### config.mk
export PLATFORM = sky130hd
export DESIGN_NAME = debounce_entradas
export DESIGN_NICKNAME = d
export VERILOG_FILES = /design/src/rtl/debounce_entradas_pkg.sv /design/src/rtl/debounce_entradas_canal.sv /design/src/rtl/debounce_entradas.sv
export SDC_FILE = /design/constraint.sdc
export NUM_CORES = 1
export LEC_CHECK = 0
export BUFFER_PORTS_ARGS = -buffer_cell sky130_fd_sc_hd__buf_2
export CAP_MARGIN = 20
export CORE_AREA = 2 2 48 50
export CTS_CLUSTER_DIAMETER = 80
export DETAILED_ROUTE_END_ITERATION = 16
export DIE_AREA = 0 0 50 52
export GPL_ROUTABILITY_DRIVEN = 0
export PLACE_DENSITY = 0.73
export RECOVER_POWER = 50
export SLEW_MARGIN = 40
export SYNTH_ARGS = -nofsm -noshare
export SYNTH_HDL_FRONTEND = slang
export SYNTH_SLANG_ARGS = --single-unit
### constraint.sdc
create_clock -name clk -period 1.52 [get_ports clk]
set_clock_uncertainty 0.05 [all_clocks]
set_input_delay 0.152 -clock clk [delete_from_list [all_inputs] [get_ports clk]]
set_output_delay 0.152 -clock clk [all_outputs]
set_load 0.005 [all_outputs]
### src/rtl/debounce_entradas_pkg.sv
// Shared constants and channel FSM encoding for the three-line input debouncer.
package debounce_entradas_pkg;

  localparam int N_ESTAVEL_PADRAO = 16;

  typedef enum logic {
    ESTAVEL  = 1'b0,
    CONTANDO = 1'b1
  } estado_t;

endpackage

### src/rtl/debounce_entradas_canal.sv
// One debounced line: 2-flop synchronizer, stability counter and commit FSM.
module debounce_canal
  import debounce_entradas_pkg::*;
#(
  parameter  int N_ESTAVEL = N_ESTAVEL_PADRAO,
  localparam int CONT_W    = $clog2(N_ESTAVEL)
) (
  input  logic clk,
  input  logic rst,
  input  logic raw,
  output logic nivel,
  output logic commit
);

  localparam logic [CONT_W-1:0] CONT_MAX = CONT_W'(N_ESTAVEL - 1);

  logic              sa_q;
  logic              sb_q;
  logic              nivel_q;
  estado_t           estado_q;
  logic [CONT_W-1:0] cont_q;

  // Asserted in the cycle before nivel_q flips, so the top can register it
  // and raise mudou on the very edge the level commits.
  assign commit = (estado_q == CONTANDO) && (sb_q != nivel_q) && (cont_q == CONT_MAX);
  assign nivel  = nivel_q;

  always_ff @(posedge clk or posedge rst) begin
    if (rst) begin
      sa_q     <= 1'b0;
      sb_q     <= 1'b0;
      nivel_q  <= 1'b0;
      estado_q <= ESTAVEL;
      cont_q   <= '0;
    end else begin
      sa_q <= raw;
      sb_q <= sa_q;
      case (estado_q)
        ESTAVEL: begin
          if (sb_q != nivel_q) begin
            estado_q <= CONTANDO;
            cont_q   <= CONT_W'(1);
          end
        end
        CONTANDO: begin
          if (sb_q == nivel_q) begin
            estado_q <= ESTAVEL;
            cont_q   <= '0;
          end else if (cont_q == CONT_MAX) begin
            nivel_q  <= sb_q;
            estado_q <= ESTAVEL;
            cont_q   <= '0;
          end else begin
            cont_q <= cont_q + 1'b1;
          end
        end
        default: begin
          estado_q <= ESTAVEL;
          cont_q   <= '0;
        end
      endcase
    end
  end

endmodule

### src/rtl/debounce_entradas.sv
// Debounces three raw button lines into e1..e3 and pulses mudou on every change.
module debounce_entradas
  import debounce_entradas_pkg::*;
#(
  parameter int N_ESTAVEL = N_ESTAVEL_PADRAO
) (
  input  logic clk,
  input  logic rst,
  input  logic b1_raw,
  input  logic b2_raw,
  input  logic b3_raw,
  output logic e1,
  output logic e2,
  output logic e3,
  output logic mudou
);

  logic [2:0] raw_vec;
  logic [2:0] nivel_vec;
  logic [2:0] commit_vec;
  logic       mudou_q;

  assign raw_vec = {b1_raw, b2_raw, b3_raw};

  generate
    for (genvar gi = 0; gi < 3; gi++) begin : g_canal
      debounce_canal #(
        .N_ESTAVEL(N_ESTAVEL)
      ) u_canal (
        .clk    (clk),
        .rst    (rst),
        .raw    (raw_vec[gi]),
        .nivel  (nivel_vec[gi]),
        .commit (commit_vec[gi])
      );
    end
  endgenerate

  // Simultaneous commits collapse into a single pulse.
  always_ff @(posedge clk or posedge rst) begin
    if (rst) begin
      mudou_q <= 1'b0;
    end else begin
      mudou_q <= |commit_vec;
    end
  end

  assign {e1, e2, e3} = nivel_vec;
  assign mudou        = mudou_q;

endmodule

==> results of run 1 <==
==> cell usage after synthesis, drive strengths merged <==
cell type / count / area share
o211ai: 1 / 0.0067
and4b: 2 / 0.018
a211oi: 1 / 0.0067
ha: 3 / 0.033
o21a: 1 / 0.0067
nand2: 3 / 0.010
nand4: 2 / 0.011
nor2: 4 / 0.013
nand3: 8 / 0.036
o31ai: 2 / 0.013
buf: 4 / 0.020
dfrtp: 25 / 0.56
or2: 1 / 0.0056
o311ai: 2 / 0.016
and3: 2 / 0.012
a32oi: 1 / 0.0078
a31o: 1 / 0.0078
inv: 9 / 0.030
nor2b: 1 / 0.0056
and2b: 1 / 0.0067
a31oi: 2 / 0.011
nand4b: 3 / 0.023
mux2: 3 / 0.030
o21ai: 3 / 0.013
and2: 1 / 0.0067
and4: 2 / 0.016
xor2: 3 / 0.030
a21oi: 3 / 0.013
o2111ai: 2 / 0.016
or3b: 2 / 0.016
==> cells in the final DEF (no fill, tap or decap), types with 2 or more instances in the layout <==
cell / Yosys / final
clkbuf_4: 0 / 3
o21ai_0: 3 / 3
buf_2: 3 / 8
o31ai_1: 2 / 2
nand4b_1: 3 / 3
inv_1: 9 / 9
a21oi_1: 3 / 3
buf_4: 1 / 4
or3b_1: 2 / 2
dlygate4sd3_1: 0 / 4
dfrtp_1: 25 / 25
o2111ai_1: 2 / 2
nand3_1: 8 / 8
xor2_2: 1 / 3
nor2_1: 4 / 4
and4_1: 2 / 2
a31oi_1: 2 / 2
ha_1: 3 / 2
nand4_1: 2 / 2
o311ai_0: 2 / 2
and4b_1: 2 / 2
nand2_1: 3 / 3
mux2_2: 3 / 3
==> report_power, final <==
group | internal [W] | switching, W
logic | 0.0000632 | 0.0000699
registers | 0.000707 | 0.0000426
clock network | 0.000107 | 0.000207
total | 0.000877 | 0.000320
==> cell families (layout without fill, tap and decap cells) <==
group	after synthesis	in the layout	share of synthesized area
and+or+nand+nor	32	32	0.180
DFF	25	25	0.558
AOI/OAI and AO/OA	19	19	0.118
buffers and inverters	13	30	0.0502
adders and majority gates	3	3	0.0335
xor gates and xnor gates	3	3	0.0301
muxes	3	3	0.0301
==> stage by stage <==
| stage | hold slack [ns] | setup slack, ns | std cells | util | area [um2] |
|---|---|---|---|---|---|
| 2_1_floorplan | 0.129 | 0.167 | 98 | - | 1120 |
| 5_1_grt | 0.326 | 0.0106 | 143 | 0.616 | 1300 |
| 3_3_place_gp | 0.156 | 0.140 | 135 | 0.575 | 1210 |
| 6_report | 0.317 | 0.0899 | 143 | 0.616 | 1300 |
| 4_1_cts | 0.321 | 0.0611 | 143 | 0.609 | 1280 |
| 3_5_place_dp | 0.162 | 0.0928 | 135 | 0.575 | 1210 |
==> final timing paths <==
check / from / slack [ns] / to
worst max-delay path: g_canal[0].u_canal.cont_q[0] / 0.09 / g_canal[0].u_canal.nivel
worst min-delay path: g_canal[2].u_canal.sa_q / 0.32 / g_canal[2].u_canal.sb_q
worst max register to register: g_canal[0].u_canal.cont_q[0] / 0.09 / g_canal[0].u_canal.nivel
worst min register to register: g_canal[2].u_canal.sa_q / 0.32 / g_canal[2].u_canal.sb_q
max in group asynchronous: rst / 0.57 / g_canal[1].u_canal.cont_q[2]
min in group asynchronous: rst / 0.45 / g_canal[2].u_canal.cont_q[1]
==> layer usage <==
layer,track usage,up-vias,share of wire
li1,-,390,-
met1,0.217,365,0.49
met2,0.248,14,0.45
met3,0.0661,5,0.046
met4,0.0694,0,0.015
met5,0,-,0
==> final cells by class <==
type / instances / area, um2
Clock buffer: 3 / 22.5
Clock inverter: 1 / 8.76
Fill cell: 161 / 808
Inverter: 9 / 33.8
Multi-Input combinational cell: 60 / 457
Sequential cell: 25 / 626
Tap cell: 28 / 35.0
Timing Repair Buffer: 17 / 115
==> sequential cells by signal, indices dropped and copies added (netlist names) <==
| signal | count |
|---|---|
| g_canal.u_canal.cont_q | 12 |
| g_canal.u_canal.sb_q | 3 |
| g_canal.u_canal.estado_q | 3 |
| g_canal.u_canal.sa_q | 3 |
| mudou | 1 |
| g_canal.u_canal.nivel | 3 |
==> repair_timing <==
item | in CTS | in global routing
hold endpoints to repair | 28 | 0
resized for setup | 0 | 3
hold buffers | 4 | 0
setup endpoints to repair | 0 | 3
==> results.sh, run 1 <==
export IMPL_hold_depth=0
export IMPL_syn_avg_cell_area_um2=11.4
export IMPL_crit_path_max_fanout=5
export IMPL_slew_viol_final=0
export IMPL_clk_root_buffer_cell="clkbuf_4"
export IMPL_portBuffers=8
export IMPL_worstPathCellList="ha_2, and3_2, nand2_1, mux2_2"
export IMPL_hold_violations=0
export IMPL_wl_per_cell_um=12.7
export IMPL_floorplan_initialDensity=0.532
export IMPL_cts_htree_levels=1
export IMPL_post_route_drc_count=0
export IMPL_worstHoldPathType="reg2reg"
export IMPL_number_of_endpoints_failing_setup_at_the_final_stage=0
export IMPL_clkLatencyLatePin_ns=0.33
export IMPL_synth_cell_type_count=33
export IMPL_dieWidth_um=50
export IMPL_cp_top_family="flip-flops"
export IMPL_worst_endpoint_arrival_ns=1.60
export IMPL_final_nets=124
export IMPL_rr_worst_depth=4
export IMPL_via_count=774
export IMPL_antennaDiodeCount=0
export IMPL_crit_required_ns=1.69
export IMPL_drtIter0Drc=10
export IMPL_dr_pass1_iters=4
export IMPL_slew_limit_headroom=0.598
export IMPL_cts_tree="done"
export IMPL_drv_max_cap_violation_count=0
export IMPL_highest_achievable_clock_rate_mhz=699
export IMPL_grt_overflow=0
export IMPL_cellPowerDensity_mw_per_mm2=923
export IMPL_cts_sinks=25
export IMPL_flow_area_growth_from_synthesis_pct=15.7
export IMPL_postSynthRegisterBits=25
export IMPL_pin_count=9
export IMPL_outcome="completed"
export IMPL_static_power_due_to_leakage_nw=0.608
export IMPL_yosysWarningCount=0
export IMPL_cts_buffers=3
export IMPL_floorplan_core_area_mm2=0.00211
export IMPL_setup_worst_path_start_class="flip-flop"
export IMPL_layout_drive_gt1_share=0.235
export IMPL_drt_wl_total_um=1810
export IMPL_detail_route_antenna_nets=0
export IMPL_grt_start_max_net_pins=26
export IMPL_finalCritPeriodShare=0.941
export IMPL_syn_instance_count=98
export IMPL_vias_per_cell=5.41
export IMPL_syn_cell_area_mm2=0.00112
export IMPL_critPathKind="reg2reg"
export IMPL_die_y_um=52
export IMPL_fin_tns_setup_ns=0
export IMPL_critical_path_slowest_cell="dfrtp_1"
export IMPL_cts_post_setup_buffers_inserted=0
export IMPL_floorplan_rows=17
export IMPL_p_total_w=0.00120
export IMPL_final_period_minus_worst_setup_slack_ns=1.43
export IMPL_critical_path_depth=4
export IMPL_yosysSeqAreaShare=0.558
export IMPL_grt_setup_unrepaired="false"
export IMPL_number_of_global_route_vias_before_repair=698
export IMPL_timing_critical_path_buf_inv=0
export IMPL_antenna_found_initial=0
export IMPL_first_pass_grt_wire_length_um=3120
export IMPL_gr_usage_all_layers=0.167
export IMPL_worst_path_largest_cell_delay_ns=0.45
export IMPL_number_of_buffers_on_the_longest_clock_path=2
export IMPL_detailedPlacementHpwl_um=1240
export IMPL_mappedNetlistNets=106
export IMPL_die_area_mm2=0.00260
export IMPL_end_kind="flip-flop"
export IMPL_largest_vdd_supply_drop_mv=0.707
export IMPL_tightest_slew_ns=0.603
export IMPL_clk_pin_slew_ns=0.14
No activity file was read; power rests on OpenSTA's default activity.
==> run 2, diff against run 1 <==
- CORE_AREA: 2 2 48 50 -> 4 4 53 55
- DIE_AREA: 0 0 50 52 -> 0 0 57 59
- PLACE_DENSITY: 0.73 -> 0.66
==> run 2 against run 1 <==
Effect of this change: combinational power about the same; first-iteration DRC count decreased by 30%; non-clock buffer count decreased by 1; critical endpoint is now g_canal[1].u_canal.nivel; die area increased by 29%; core utilization decreased by 8.1 points; global-route usage decreased by 4.9 points; hold slack improved by 0.00070 ns; cell area decreased by 1.4%; sequential share of layout area increased by 0.71 points; clock-buffer cell count unchanged; clock power decreased by 11%; register-to-register slack about the same.
==> results.sh, run 2 (same netlist as run 1, synthesis figures left out) <==
export IMPL_cts_buffers=3
export IMPL_cts_htree_levels=1
export IMPL_final_nets=123
export IMPL_cts_sinks=25
export IMPL_layout_drive_gt1_share=0.211
export IMPL_layout_common_cells="25 x dfrtp_1, 9 x inv_1, 8 x nand3_1, 8 x buf_2"
export IMPL_final_period_minus_worst_setup_slack_ns=1.43
export IMPL_pin_count=9
export IMPL_hold_violations=0
export IMPL_detail_route_antenna_nets=0
export IMPL_gr_usage_all_layers=0.118
export IMPL_max_flop_register="g_canal.u_canal.cont_q"
export IMPL_regToRegSetupSlack_ns=0.09
export IMPL_crit_reg2reg_capture="g_canal[1].u_canal.nivel"
export IMPL_dieWidth_um=57
export IMPL_hold_end="g_canal[2].u_canal.sb_q"
export IMPL_clk_root_buffer_cell="clkbuf_4"
export IMPL_clk_pin_slew_ns=0.13
export IMPL_setup_worst_path_start_class="flip-flop"
export IMPL_crit_reg2reg_launch="g_canal[1].u_canal.cont_q[0]"
export IMPL_wl_per_cell_um=12.1
export IMPL_cts_tree="done"
export IMPL_finalCritPeriodShare=0.939
export IMPL_highest_achievable_clock_rate_mhz=701
export IMPL_largest_vdd_supply_drop_mv=0.696
export IMPL_dr_pass1_iters=3
export IMPL_slew_viol_final=0
export IMPL_flip_flop_count_of_the_largest_register_after_layout=12
export IMPL_die_y_um=59
export IMPL_die_area_mm2=0.00336
export IMPL_fin_tns_setup_ns=0
export IMPL_beginning_of_the_worst_hold_path="g_canal[2].u_canal.sa_q"
export IMPL_grt_start_max_net_pins=26
export IMPL_detailedPlacementHpwl_um=1280
export IMPL_grt_setup_unrepaired="false"
export IMPL_rr_worst_depth=3
export IMPL_cts_post_setup_buffers_inserted=0
export IMPL_tightest_slew_ns=0.570
export IMPL_post_route_drc_count=0
export IMPL_vias_per_cell=5.34
export IMPL_critPathKind="reg2reg"
export IMPL_worst_endpoint_arrival_ns=1.58
export IMPL_number_of_buffers_on_the_longest_clock_path=2
export IMPL_outcome="completed"
export IMPL_static_power_due_to_leakage_nw=0.603
export IMPL_drv_max_cap_violation_count=0
export IMPL_via_count=769
export IMPL_number_of_global_route_vias_before_repair=717
export IMPL_finish_cell_count_without_fillers=144
export IMPL_slew_limit_headroom=0.620
export IMPL_first_pass_grt_wire_length_um=3110
export IMPL_crit_required_ns=1.67
export IMPL_number_of_endpoints_failing_setup_at_the_final_stage=0
export IMPL_numPlacedInstances=136
export IMPL_antenna_found_initial=0
export IMPL_floorplan_core_area_mm2=0.00239
export IMPL_hold_depth=0
export IMPL_mostFrequentLayoutCell="dfrtp_1"
export IMPL_post_route_util=0.536
export IMPL_floorplan_rows=18
export IMPL_portBuffers=8
export IMPL_grt_overflow=0
export IMPL_antennaDiodeCount=0
export IMPL_drt_wl_total_um=1750
export IMPL_drtIter0Drc=7
export IMPL_floorplan_initialDensity=0.470
export IMPL_end_kind="flip-flop"
export IMPL_cellPowerDensity_mw_per_mm2=907
export IMPL_worstHoldPathType="reg2reg"
export IMPL_crit_path_max_fanout=5
export IMPL_flow_area_growth_from_synthesis_pct=14.1
export IMPL_clkLatencyLatePin_ns=0.30
-- run 2: cell types whose count changed in the layout (fill, tap and decap cells not counted), sizes merged --
cell,before,now
inv,10,9
buf,12,11
clkinv,0,1
-- run 2: worst max path at each step --
stage | startpoint | to | depth (start not counted)
after CTS | g_canal[0].u_canal.cont_q[0] | g_canal[0].u_canal.nivel | 4
after detailed placement | g_canal[0].u_canal.cont_q[0] | g_canal[0].u_canal.nivel | 4
after global routing | g_canal[1].u_canal.cont_q[0] | g_canal[1].u_canal.nivel | 3
after global placement | g_canal[2].u_canal.cont_q[1] | g_canal[2].u_canal.nivel | 3
after floorplan | g_canal[0].u_canal.cont_q[0] | g_canal[0].u_canal.nivel | 4
final | g_canal[1].u_canal.cont_q[0] | g_canal[1].u_canal.nivel | 3
-- run 2: layout make-up --
cell class                      count  area, um2
Clock buffer                        3       22.5
Clock inverter                      1       5.00
Fill cell                         243       1110
Inverter                            9       33.8
Multi-Input combinational cell     60        447
Sequential cell                    25        626
Tap cell                           30       37.5
Timing Repair Buffer               16        108
-- run 2: what timing repair did --
| item | in CTS | in global routing |
|---|---|---|
| gates resized for setup | 0 | 1 |
| setup endpoints to repair | 0 | 2 |
| endpoints found under the hold margin | 28 | 0 |
| hold buffers | 4 | 0 |
-- run 2: where the power goes --
| part | total, W | internal, W | switching (W) | leakage, nW |
|---|---|---|---|---|
| clock network | 0.000280 | 0.0000979 | 0.000182 | 0.0177 |
| registers | 0.000749 | 0.000707 | 0.0000422 | 0.318 |
| logic | 0.000131 | 0.0000644 | 0.0000666 | 0.268 |
| total | 0.00116 | 0.000869 | 0.000291 | 0.603 |
-- run 2: worst max-delay path, stage by stage (launching register included) --
cell and delay, ns:
dfrtp_1 0.43, ha_1 0.24, and4_1 0.26, mux2_2 0.34
-- run 2: routing by layer --
metal | part of all wire | GRT usage
met5 | 0 | 0
met4 | 0.012 | 0.0397
met3 | 0.032 | 0.0240
met2 | 0.46 | 0.189
met1 | 0.49 | 0.162
-- run 2: through the flow --
| step | hold WS (ns) | total power, W | setup slack, ns | instance area, um2 |
|---|---|---|---|---|
| 2_1_floorplan | 0.129 | 0.000847 | 0.167 | 1120 |
| 3_3_place_gp | 0.162 | 0.000881 | 0.133 | 1210 |
| 3_5_place_dp | 0.166 | 0.000888 | 0.0981 | 1210 |
| 4_1_cts | 0.321 | 0.00117 | 0.0935 | 1270 |
| 5_1_grt | 0.325 | 0.00124 | 0.0150 | 1280 |
| 6_report | 0.318 | 0.00116 | 0.0930 | 1280 |
==> run 3, diff against run 2 <==
- PLACE_DENSITY: 0.66 -> 0.65
- SYNTH_HIERARCHICAL: not set -> 1
- TNS_END_PERCENT: not set -> 1
- clock period: 1.52 -> 1.8 ns (I/O delays scaled with it)
==> run 3 against run 2 <==
Effect of this change: setup slack better by 0.11 ns; global-route usage up 0.071 points; sequential power up 4.5%; register-to-register slack better by 0.11 ns; cell area down 3.0%; critical path type unchanged.
==> results.sh, run 3 <==
export IMPL_outcome="completed"
export IMPL_drt_wl_total_um=1660
export IMPL_synthDominantAreaCellType="dfrtp_1"
export IMPL_num_fill_cells=236
export IMPL_cellPowerDensity_mw_per_mm2=1020
export IMPL_layout_drive_gt1_share=0.202
export IMPL_flow_area_growth_from_synthesis_pct=11.5
export IMPL_antennaDiodeCount=0
export IMPL_die_area_mm2=0.00336
export IMPL_setup_worst_path_start_class="flip-flop"
export IMPL_worstSetupEndpoint="mudou"
export IMPL_setup_ws_ns=0.207
export IMPL_syn_instance_count=96
export IMPL_finish_cell_count_without_fillers=139
export IMPL_synth_enable_flop_cells=0
export IMPL_via_count=725
export IMPL_dpl_worst_slack_ns=0.225
export IMPL_post_synth_main_area_contributors="dfrtp_1 56%, a31oi_1 6.7%, xor2_2 4.4%, and3_1 3.4%, ha_1 3.4%"
export IMPL_wl_per_cell_um=11.9
export IMPL_worstHoldPathType="in2async"
export IMPL_switching_power_as_a_share_of_total_power=0.297
export IMPL_number_of_buffers_on_the_longest_clock_path=2
export IMPL_crit_reg2reg_capture="mudou"
export IMPL_final_nets=118
export IMPL_yosys_most_used_dff="dfrtp_1"
export IMPL_grt_setup_unrepaired="false"
export IMPL_share_comb_of_total_power=0.198
export IMPL_fin_tns_setup_ns=0
export IMPL_vias_per_cell=5.22
export IMPL_synth_top_cells_by_count="25 x dfrtp_1, 12 x a31oi_1, 7 x inv_1"
export IMPL_dr_pass1_iters=4
export IMPL_cts_tree="done"
export IMPL_static_power_due_to_leakage_nw=0.593
export IMPL_cts_post_setup_buffers_inserted=0
export IMPL_floorplan_rows=18
export IMPL_clk_root_buffer_cell="clkbuf_4"
export IMPL_end_kind="flip-flop"
export IMPL_power_net_switching_w=0.000375
export IMPL_mappedNetlistNets=104
export IMPL_worst_path_largest_cell_delay_ns=0.42
export IMPL_yosys_cell_count_top_type="dfrtp_1"
export IMPL_die_y_um=59
export IMPL_floorplan_core_area_mm2=0.00239
export IMPL_number_of_global_route_vias_before_repair=707
export IMPL_first_pass_grt_wire_length_um=3170
export IMPL_layout_common_cells="25 x dfrtp_1, 12 x a31oi_1, 7 x inv_1, 7 x buf_2"
export IMPL_antenna_found_initial=0
export IMPL_post_route_drc_count=0
export IMPL_grt_start_max_net_pins=14
export IMPL_dieWidth_um=57
export IMPL_crit_required_ns=1.93
export IMPL_p_total_w=0.00126
export IMPL_postSynthRegisterBits=25
export IMPL_detail_route_antenna_nets=0
export IMPL_tightest_slew_ns=0.355
export IMPL_cts_buffers=3
export IMPL_regToRegSetupSlack_ns=0.21
export IMPL_highest_achievable_clock_rate_mhz=628
export IMPL_yosysSeqAreaShare=0.562
export IMPL_syn_cell_area_mm2=0.00111
export IMPL_number_of_endpoints_failing_setup_at_the_final_stage=0
export IMPL_yosysWarningCount=6
export IMPL_worstPathCellList="ha_1, and3_1, and3_2, or3_1"
export IMPL_cts_htree_levels=1
export IMPL_crit_reg2reg_launch="g_canal[1].u_canal/cont_q[0]"
export IMPL_final_period_minus_worst_setup_slack_ns=1.59
export IMPL_crit_path_max_fanout=4
export IMPL_drtIter0Drc=12
export IMPL_slew_viol_final=0
export IMPL_relative_contribution_of_sequential_cells_to_total_power=0.621
export IMPL_worst_endpoint_arrival_ns=1.73
export IMPL_grt_overflow=0
export IMPL_critical_path_slowest_cell="dfrtp_1"
export IMPL_cts_sinks=25
export IMPL_async_reset_ff_frac=1.00
export IMPL_drv_max_cap_violation_count=0
export IMPL_cell_internal_pwr_w=0.000886
export IMPL_gr_usage_all_layers=0.119
export IMPL_max_flop_register="g_canal.u_canal/cont_q"
export IMPL_power_clock_fraction=0.180
export IMPL_largest_vdd_supply_drop_mv=0.670
export IMPL_synth_cell_type_count=18
export IMPL_portBuffers=8
export IMPL_rr_worst_depth=4
export IMPL_mostFrequentLayoutCell="dfrtp_1"
export IMPL_critPathKind="reg2reg"
export IMPL_floorplan_initialDensity=0.466
export IMPL_detailedPlacementHpwl_um=1260
export IMPL_finalCritPeriodShare=0.885
export IMPL_pin_count=9
export IMPL_netlist_area_leader_share=0.562
export IMPL_hold_violations=0
export IMPL_clkLatencyLatePin_ns=0.30
export IMPL_flip_flop_count_of_the_largest_register_after_layout=12
export IMPL_critical_path_startpoint="g_canal[1].u_canal/cont_q[0]"
export IMPL_syn_avg_cell_area_um2=11.6
export IMPL_clk_pin_slew_ns=0.11
export IMPL_numPlacedInstances=131
export IMPL_slew_limit_headroom=0.763
## run 3: how the worst min path moves through the flow
| stage | from | depth (start not counted) | endpoint | slack (ns) |
|---|---|---|---|---|
| final | rst | 3 | mudou | 0.24 |
| after global routing | rst | 3 | mudou | 0.23 |
| after CTS | rst | 3 | mudou | 0.22 |
| after detailed placement | rst | 2 | mudou | 0.005 |
| after global placement | rst | 2 | mudou | 0.006 |
| after floorplan | rst | 1 | mudou | -0.14 |
## run 3: cells by family after synthesis
kind of cell,after synthesis,share of synthesized area
XOR/XNOR,3,0.0439
flip-flops,25,0.562
multiplexers,3,0.0304
AND/OR/NAND/NOR,31,0.178
adder cells (fa/ha/maj),3,0.0337
buffers and inverters,10,0.0371
AO/OA/AOI/OAI,21,0.115
## run 3: final cells by class
| type | instances | area (um2) | share of cell area |
|---|---|---|---|
| sequential | 25 | 626 | 0.505 |
| clock buffer | 4 | 26.3 | 0.0212 |
| inverter | 7 | 26.3 | 0.0212 |
| multi-input combinational | 61 | 445 | 0.359 |
| timing repair buffer | 12 | 78.8 | 0.0636 |
| tap | 30 | 37.5 | 0.0303 |
## run 3: critical path: cells and delay by family (launching register included)
family	cells	cell delay, ns
adder cells (fa/ha/maj)	1	0.24
flip-flops	1	0.42
AND/OR/NAND/NOR	3	0.77
## run 3: metal layers
metal | share of wire | vias up | GRT usage | routed length, um
li1 | - | 369 | - | -
met1 | 0.49 | 344 | 0.174 | 815
met5 | 0 | - | 0 | 0
met4 | 0.011 | 0 | 0.0397 | 18
met3 | 0.039 | 2 | 0.0196 | 65
met2 | 0.46 | 10 | 0.181 | 760
## run 3: metrics by stage
| stage | util | instance area (um2) | hold WS [ns] |
|---|---|---|---|
| 2_1_floorplan | - | 1110 | -0.141 |
| 3_3_place_gp | 0.492 | 1170 | 0.00620 |
| 3_5_place_dp | 0.492 | 1170 | 0.00480 |
| 4_1_cts | 0.520 | 1240 | 0.215 |
| 5_1_grt | 0.519 | 1240 | 0.234 |
| 6_report | 0.519 | 1240 | 0.238 |
## run 3: repair_timing
item                                   4_1_cts  5_1_grt
hold buffers                                 4        0
endpoints found under the hold margin       28        0
gates resized for setup                      0        0
## run 3: power groups by stage
stage,combinational (W),clock [W],sequential (W)
global route,0.000293,0.000273,0.000808
CTS,0.000254,0.000244,0.000782
detailed placement,0.000249,0,0.000791
global placement,0.000236,0,0.000786
floorplan,0.000217,0,0.000754
finish,0.000250,0.000228,0.000783
